<file path="config.mk">
export PLATFORM = sky130hd
export DESIGN_NAME = rom_port_arbiter
export DESIGN_NICKNAME = d
export VERILOG_FILES = /design/src/rtl/rom_arb_pkg.sv /design/src/rtl/rom_arb_starve_ctr.sv /design/src/rtl/rom_port_arbiter.sv
export SDC_FILE = /design/constraint.sdc
export NUM_CORES = 1
export LEC_CHECK = 0
export ABC_AREA = 1
export CAP_MARGIN = 20
export CORE_ASPECT_RATIO = 0.5
export CORE_MARGIN = 2
export CORE_UTILIZATION = 41
export DETAILED_ROUTE_END_ITERATION = 8
export PLACE_DENSITY = 0.8
export RECOVER_POWER = 25
export SLEW_MARGIN = 10
export SYNTH_ARGS = -nofsm -noshare
export SYNTH_HDL_FRONTEND = slang
export SYNTH_HIERARCHICAL = 1
export SYNTH_SLANG_ARGS = --single-unit
</file>
<file path="constraint.sdc">
create_clock -name clk -period 4.6 [get_ports clk]
set_input_delay 1.38 -clock clk [delete_from_list [all_inputs] [get_ports clk]]
set_output_delay 1.38 -clock clk [all_outputs]
set_load 0.01 [all_outputs]
</file>
<file path="src/rtl/rom_arb_pkg.sv">
// Shared types and widths for the instruction-ROM port arbiter.
package rom_arb_pkg;

  localparam int unsigned ROM_ADDR_W = 10;
  localparam int unsigned ROM_DATA_W = 32;
  localparam int unsigned CONFLICT_W = 16;
  // Wide enough for MAX_WAIT values up to 15
  localparam int unsigned STARVE_W   = 4;

  typedef enum logic [1:0] {
    GNT_NONE = 2'd0,
    GNT_I    = 2'd1,
    GNT_D    = 2'd2
  } gnt_e;

endpackage

</file>
<file path="src/rtl/rom_arb_starve_ctr.sv">
// Saturating count of consecutive I-port denials; force_i requests a forced I grant.
module rom_arb_starve_ctr
  import rom_arb_pkg::*;
#(
  parameter int unsigned MAX_WAIT = 4
) (
  input  logic clk,
  input  logic rst,
  input  logic i_req,
  input  logic i_gnt,
  output logic force_i
);

  localparam logic [STARVE_W-1:0] CNT_MAX = STARVE_W'(MAX_WAIT);

  logic [STARVE_W-1:0] cnt;

  // Any cycle without a pending, denied fetch restarts the count
  always_ff @(posedge clk or posedge rst) begin
    if (rst) begin
      cnt <= '0;
    end else if (i_req && !i_gnt) begin
      if (cnt != CNT_MAX) cnt <= cnt + STARVE_W'(1);
    end else begin
      cnt <= '0;
    end
  end

  assign force_i = (cnt == CNT_MAX);

endmodule

</file>
<file path="src/rtl/rom_port_arbiter.sv">
// Two-port (fetch / constant-load) arbiter in front of the single-port instruction ROM.
// Optional conflict statistics counter enabled by defining ROM_ARB_STATS_EN.
module rom_port_arbiter
  import rom_arb_pkg::*;
#(
  parameter int unsigned ADDR_W   = ROM_ADDR_W,
  parameter int unsigned DATA_W   = ROM_DATA_W,
  parameter int unsigned MAX_WAIT = 4
) (
  input  logic                  clk,
  input  logic                  rst,
  input  logic                  i_req,
  input  logic [ADDR_W+1:0]     i_addr,
  output logic                  i_gnt,
  output logic                  i_stall,
  output logic                  i_rvalid,
  output logic [DATA_W-1:0]     i_rdata,
  input  logic                  d_req,
  input  logic [ADDR_W+1:0]     d_addr,
  output logic                  d_gnt,
  output logic                  d_stall,
  output logic                  d_rvalid,
  output logic [DATA_W-1:0]     d_rdata,
  output logic                  d_err,
  output logic [ADDR_W-1:0]     rom_addr,
  output logic                  rom_sel,
  input  logic [DATA_W-1:0]     rom_data,
  output logic [CONFLICT_W-1:0] stat_conflicts
);

  gnt_e gnt;
  logic force_i;
  logic d_misaligned;
  logic i_req_live;
  logic d_req_live;
  logic unused_addr_bits;

  // Fetch is word-granular; the byte offset carries no information
  assign unused_addr_bits = ^i_addr[1:0];

  assign d_misaligned = (d_addr[1:0] != 2'b00);

  // Requests are ignored while reset is held so every output reads 0
  assign i_req_live = i_req & ~rst;
  assign d_req_live = d_req & ~rst;

  rom_arb_starve_ctr #(
    .MAX_WAIT (MAX_WAIT)
  ) u_starve (
    .clk     (clk),
    .rst     (rst),
    .i_req   (i_req),
    .i_gnt   (i_gnt),
    .force_i (force_i)
  );

  // D-port normally wins a conflict; a starved fetch takes one cycle
  always_comb begin
    gnt = GNT_NONE;
    if (i_req_live && d_req_live) begin
      gnt = force_i ? GNT_I : GNT_D;
    end else if (i_req_live) begin
      gnt = GNT_I;
    end else if (d_req_live) begin
      gnt = GNT_D;
    end
  end

  // ROM address/select follow the winner; a misaligned load keeps the ROM idle
  always_comb begin
    rom_addr = '0;
    rom_sel  = 1'b0;
    unique case (gnt)
      GNT_I: begin
        rom_addr = i_addr[ADDR_W+1:2];
        rom_sel  = 1'b1;
      end
      GNT_D: begin
        rom_addr = d_addr[ADDR_W+1:2];
        rom_sel  = ~d_misaligned;
      end
      default: begin
        rom_addr = '0;
        rom_sel  = 1'b0;
      end
    endcase
  end

  assign i_gnt   = (gnt == GNT_I);
  assign d_gnt   = (gnt == GNT_D);
  assign i_stall = i_req_live & ~i_gnt;
  assign d_stall = d_req_live & ~d_gnt;

  // One-cycle response path; rdata holds between grants
  always_ff @(posedge clk or posedge rst) begin
    if (rst) begin
      i_rvalid <= 1'b0;
      i_rdata  <= '0;
      d_rvalid <= 1'b0;
      d_rdata  <= '0;
      d_err    <= 1'b0;
    end else begin
      i_rvalid <= i_gnt;
      d_rvalid <= d_gnt;
      d_err    <= d_gnt & d_misaligned;
      if (i_gnt) i_rdata <= rom_data;
      if (d_gnt) d_rdata <= d_misaligned ? '0 : rom_data;
    end
  end

`ifdef ROM_ARB_STATS_EN
  logic [CONFLICT_W-1:0] conflicts;

  always_ff @(posedge clk or posedge rst) begin
    if (rst) begin
      conflicts <= '0;
    end else if (i_req && d_req && (conflicts != {CONFLICT_W{1'b1}})) begin
      conflicts <= conflicts + CONFLICT_W'(1);
    end
  end

  assign stat_conflicts = conflicts;
`else
  assign stat_conflicts = '0;
`endif

endmodule

</file>
* Word level (Yosys, flattened, before mapping)
Cells that the tools add are included.
** Word-level totals
- Register bits :: 71
- Input bits :: 60
- Output and inout bits :: 98
- Logic and storage cells :: 34
** Operators by class
- Add/sub/neg operators :: 1
- Equality and inequality tests :: 5
- Mux-type cells :: 9
- Bitwise gates (word level) :: 9
- Reductions and logical operators :: 4
** Operator list (number)
- 32-bit 2-to-1 mux :: 1
- 10-bit one-hot mux with 2 select lines :: 1
- 2-bit 2-to-1 mux :: 4
- 4-bit 2-to-1 mux :: 2
- 1-bit AND :: 5
- 4-bit by 1-bit adder with 4-bit output, second input constant :: 1
- 4-bit by 3-bit == test with 1-bit output, second input constant :: 1
- 4-bit by 3-bit != test with 1-bit output, second input constant :: 1
- 1-bit inverter :: 4
- 2-bit by 1-bit == test with 1-bit output, second input constant :: 1
- 2-bit == test, second input constant :: 1
- 1-bit logical AND :: 2
- 2-bit != test, second input constant :: 1
- 1-bit one-hot mux with 2 select lines :: 1
- 2-bit nonzero test :: 1
- 1-bit zero test :: 1

* Depth between registers and ports, before layout
- Depth after elaboration :: 9
- Mapped depth :: 13
- Mapped depth without buffers :: 11

* Hierarchy
The synthesis kept the hierarchy.
** Modules (own cells, without submodules)
- rom_port_arbiter :: times used 1, cells each 335, area an instance 2970.3 um^2, seq. area each 1676.6 um^2
- rom_arb_starve_ctr :: times used 1, cells each 32, area an instance 254.0 um^2, seq. area each 100.1 um^2

* Worst setup path after synthesis
No wires, ideal clock.
- Path kind :: input-to-output
- Start point :: input port rst
- End point :: output port i_stall
- Data arrival time :: 3137 ps
- Required time :: 3220 ps
- Slack :: 83 ps
- Stages :: 7
- Path buffers :: 3
- Path through :: inv_1 buf_4 nand3_1 ha_1 buf_4 buf_2 nor2_1
** On the way
- Longest elaborated chain between the ends :: 8
- Elaborated cells between the ends (all ways) :: 10
- Classes of those cells :: eq/ne (1); mux (3); bitwise (5); reduce/logical (1)
** Ends and longest elaborated chain
- from (decl) :: line rom_port_arbiter.sv:11 : input logic rst,
- 1-bit inverter * :: line rom_port_arbiter.sv:44, rom_port_arbiter.sv:45
- 1-bit AND :: line rom_port_arbiter.sv:45 : assign d_req_live = d_req & ~rst;
- 2-bit 2-to-1 mux :: line rom_port_arbiter.sv:64 : end else if (d_req_live) begin
- 2-bit 2-to-1 mux :: line rom_port_arbiter.sv:62 : end else if (i_req_live) begin
- 2-bit 2-to-1 mux * :: line rom_port_arbiter.sv:60 : if (i_req_live && d_req_live) begin
- 2-bit by 1-bit == test with 1-bit output * :: line rom_port_arbiter.sv:89 : assign i_gnt = (gnt == GNT_I);
- via i_gnt :: line rom_port_arbiter.sv:14 : output logic i_gnt,
- 1-bit inverter * :: line rom_port_arbiter.sv:91 : assign i_stall = i_req_live & ~i_gnt;
- 1-bit AND * :: line rom_port_arbiter.sv:91
- to (decl) :: line rom_port_arbiter.sv:15 : output logic i_stall,
The timed path passes the listed nets; every way through them passes the cells marked *.

* Worst setup path after layout
- Start point :: input port rst
- End point :: output port rom_addr[2]
** On the way
- Longest elaborated chain between the ends :: 7
- Elaborated cells between the ends (all ways) :: 10
- Classes of those cells :: eq/ne (2); mux (4); bitwise (3); reduce/logical (1)
** Ends and longest elaborated chain
- 1-bit inverter * :: line rom_port_arbiter.sv:44, rom_port_arbiter.sv:45
- 1-bit AND :: line rom_port_arbiter.sv:45
- 2-bit 2-to-1 mux :: line rom_port_arbiter.sv:64
- 2-bit 2-to-1 mux :: line rom_port_arbiter.sv:62
- 2-bit 2-to-1 mux * :: line rom_port_arbiter.sv:60
- 2-bit == test / 2-bit by 1-bit == test with 1-bit output (equally long branches) :: line rom_port_arbiter.sv:73 : unique case (gnt)
- 10-bit one-hot mux with 2 select lines * :: line rom_port_arbiter.sv:73
- to (decl) :: line rom_port_arbiter.sv:25 : output logic [ADDR_W-1:0] rom_addr,
Mark *: on every way between the ends. The rest lies on a longest branch, timed or not.

==> results_dict.tcl <==
set metrics [dict create \
    fin_crit_ns 4.48 \
    max_cap_viol_count 1 \
    relSlewSlack -0.464 \
    grt_pass1_vias 2900 \
    violations "max-capacitance violations, max-slew violations" \
    outcome "finished, violations left" \
    die_y_um 66.7 \
    synth.avg_cell_area_um2 8.79 \
    finalWorstSetupSlack_ns 0.115 \
    io_pins 158 \
    antenna_found_initial 0 \
    endpoint_kind "output pin" \
    post_cts_buffers 0 \
    core-area_mm2 0.00746 \
    drive_above_1_share 0.103 \
    critPathArrivalTime_ns 3.10 \
    dpl_cell_area_mm2 0.00472 \
    peakVddDrop_uv 208 \
    cts-buffers-inserted 9 \
    dpl_worst_slack_ns -0.198 \
    cp.required_ns 3.22 \
    yosys.area.top_type "dfrtp_1" \
    nets 581 \
    synth_area_mm2 0.00322 \
    leakagePower_nw 2.51 \
    grt_use_met1 0.267 \
    ys_types 24 \
    clock_sinks 71 \
    die_area_mm2 0.00863 \
    crit_type "in -> out" \
    hold_viol 0 \
    p_per_area_mw_per_mm2 387 \
    yosysTopAreaCellShare 0.551 \
    synth_warnings 6 \
    area.growth.synth_to_final_pct 56.0 \
    clk_path_buf_depth 2 \
    wirelength_mm 8.74 \
    rsz0062_at_grt "false" \
    grtUsageMet2 0.375 \
    nFillCells 602 \
    htree_levels 3 \
    worst_pin_slew_ns 2.20 \
    vias 2893 \
    ys_seq_area_frac 0.551 \
    synth_cells 367 \
    grt.met3_usage 0.0586 \
    power_w 0.00194 \
    grt.total_usage 0.217 \
    drc 0 \
    root_buffer "clkbuf_16" \
    globalplace.congestion 0.780 \
    die_w_um 129 \
    clkTransAtPathRegs_ns 0.05 \
    io_buffers 139 \
    synth-seq-cells 71 \
    overflow 0 \
    wl_per_cell_um 13.9 \
    synth.area.top_cells "dfrtp_1, nand2_1, buf_4" \
    fin_skew_ns 0.00391 \
    hpwlAfterDp_mm 6.21 \
    cts_tree "done" \
    dr.pass1.iters 4 \
    first_iter_violations 230 \
    vias_per_cell 4.59 \
    setup_viol 0 \
    finalInstanceArea_mm2 0.00503 \
    clock_latency_ns 0.33 \
    grt_pass1_wl_mm 14.3 \
    final_max_slew_viol_count 42 \
    diodes 0 \
    rows 22 \
    fmax_mhz 223 \
    hold_class "reg -> reg" \
    busiest_layer "met2" \
    antenna_left 0 \
    ctsHoldBuffers 0 \
    start_util 0.432 \
    post-route-period-util 0.975 \
    grt_max_degree 43 \
    hold_slack_ns 0.470 \
    crit_fanout 16 \
    critPathLaunchType "input port" \
]
[through the flow]
step           setup TNS [ns]  std cells   util
3_3_place_gp            -1.84        614  0.632
4_1_cts                     0        630  0.674
2_1_floorplan               0        382      -
3_5_place_dp            -2.18        614  0.632
6_report                    0        630  0.674
5_1_grt                     0        630  0.674
[area by class of cell]
cell class                      instances  area, um2  share of cell area
Clock buffer                           13        260              0.0517
Clock inverter                          3       65.1              0.0129
Inverter                               21       81.3              0.0162
Multi-Input combinational cell        254       1170               0.232
Sequential cell                        71       1780               0.353
Tap cell                              108        135              0.0269
Timing Repair Buffer                  160       1550               0.307
[state kept, by name, summed over array words and instances, names as in the netlist]
name          count
d_err             1
u_starve/cnt      4
d_rdata          32
i_rdata          32
d_rvalid          1
i_rvalid          1
[metal layers]
metal,share of wire,wire [um]
met4,0.020,178
met5,0,0
met3,0.052,453
met2,0.50,4350
met1,0.43,3750
[kinds of logic after synthesis]
kind of cell               after synthesis  synth area share
adders and majority gates                4            0.0155
buffers and inverters                   57             0.106
AOI/OAI and AO/OA                       32            0.0621
and+or+nand+nor                        202             0.264
DFF                                     71             0.551
other                                    1           0.00116
[synth_stat cells (all sizes together)]
master / n
nand2: 154
or2: 1
o21bai: 1
nand4: 10
buf: 34
inv: 21
o21ai: 20
dfrtp: 71
nor2: 7
clkbuf: 2
nand3: 30
a21oi: 11
conb: 1
ha: 4
[worst paths after layout]
check	start	to	slack, ns	cells after the start
setup / recovery	rst	rom_addr[2]	0.12	10
hold / removal	i_rdata[26]$_DFFE_PP0N_	i_rdata[26]$_DFFE_PP0N_	0.47	2
setup reg to reg	u_starve/cnt[0]$_DFFE_PP0P_	d_rdata[10]$_DFFE_PP0N_	2.14	13
hold reg to reg	i_rdata[26]$_DFFE_PP0N_	i_rdata[26]$_DFFE_PP0N_	0.47	2
max in group asynchronous	rst	i_rdata[5]$_DFFE_PP0N_	1.05	3
min in group asynchronous	rst	u_starve/cnt[0]$_DFFE_PP0P_	1.31	2
[worst max-delay path, stage by stage]
cell and delay (ns):
clkdlybuf4s50_1 0.44, inv_2 0.11, nand2_1 0.07, o21bai_1 0.18, inv_1 0.07, ha_2 0.20
buf_12 0.15, nand2_1 0.05, a21oi_1 0.15, dlygate4sd2_1 0.28
[cells in the final DEF (no fill, tap or decap), drive strengths merged]
| cell type | n |
|---|---|
| nand2 | 154 |
| clkdlybuf4s50 | 124 |
| dfrtp | 71 |
| nand3 | 30 |
| inv | 21 |
| buf | 20 |
| o21ai | 20 |
| conb | 16 |
| clkbuf | 14 |
| dlygate4sd2 | 12 |
| a21oi | 11 |
| nand4 | 10 |
| nor2 | 7 |
| ha | 4 |
| bufinv | 2 |
| o21bai | 1 |
| clkinv | 1 |
| dlygate4sd3 | 1 |
| dlymetal6s2s | 1 |
| clkdlybuf4s15 | 1 |
| or2 | 1 |
[where the power goes]
part | switching, W | internal (W) | leakage [nW]
clock | 0.000249 | 0.000503 | 0.160
sequential | 0.0000491 | 0.000707 | 0.924
combinational | 0.000199 | 0.000237 | 1.42
total | 0.000497 | 0.00145 | 2.51
[timing repair]
action                     in CTS  in global routing
resized for setup              15                  2
pin swaps                       1                  0
setup endpoints to repair      13                  2
cloned                          0                  0
Power figures use the tool's default switching activity.
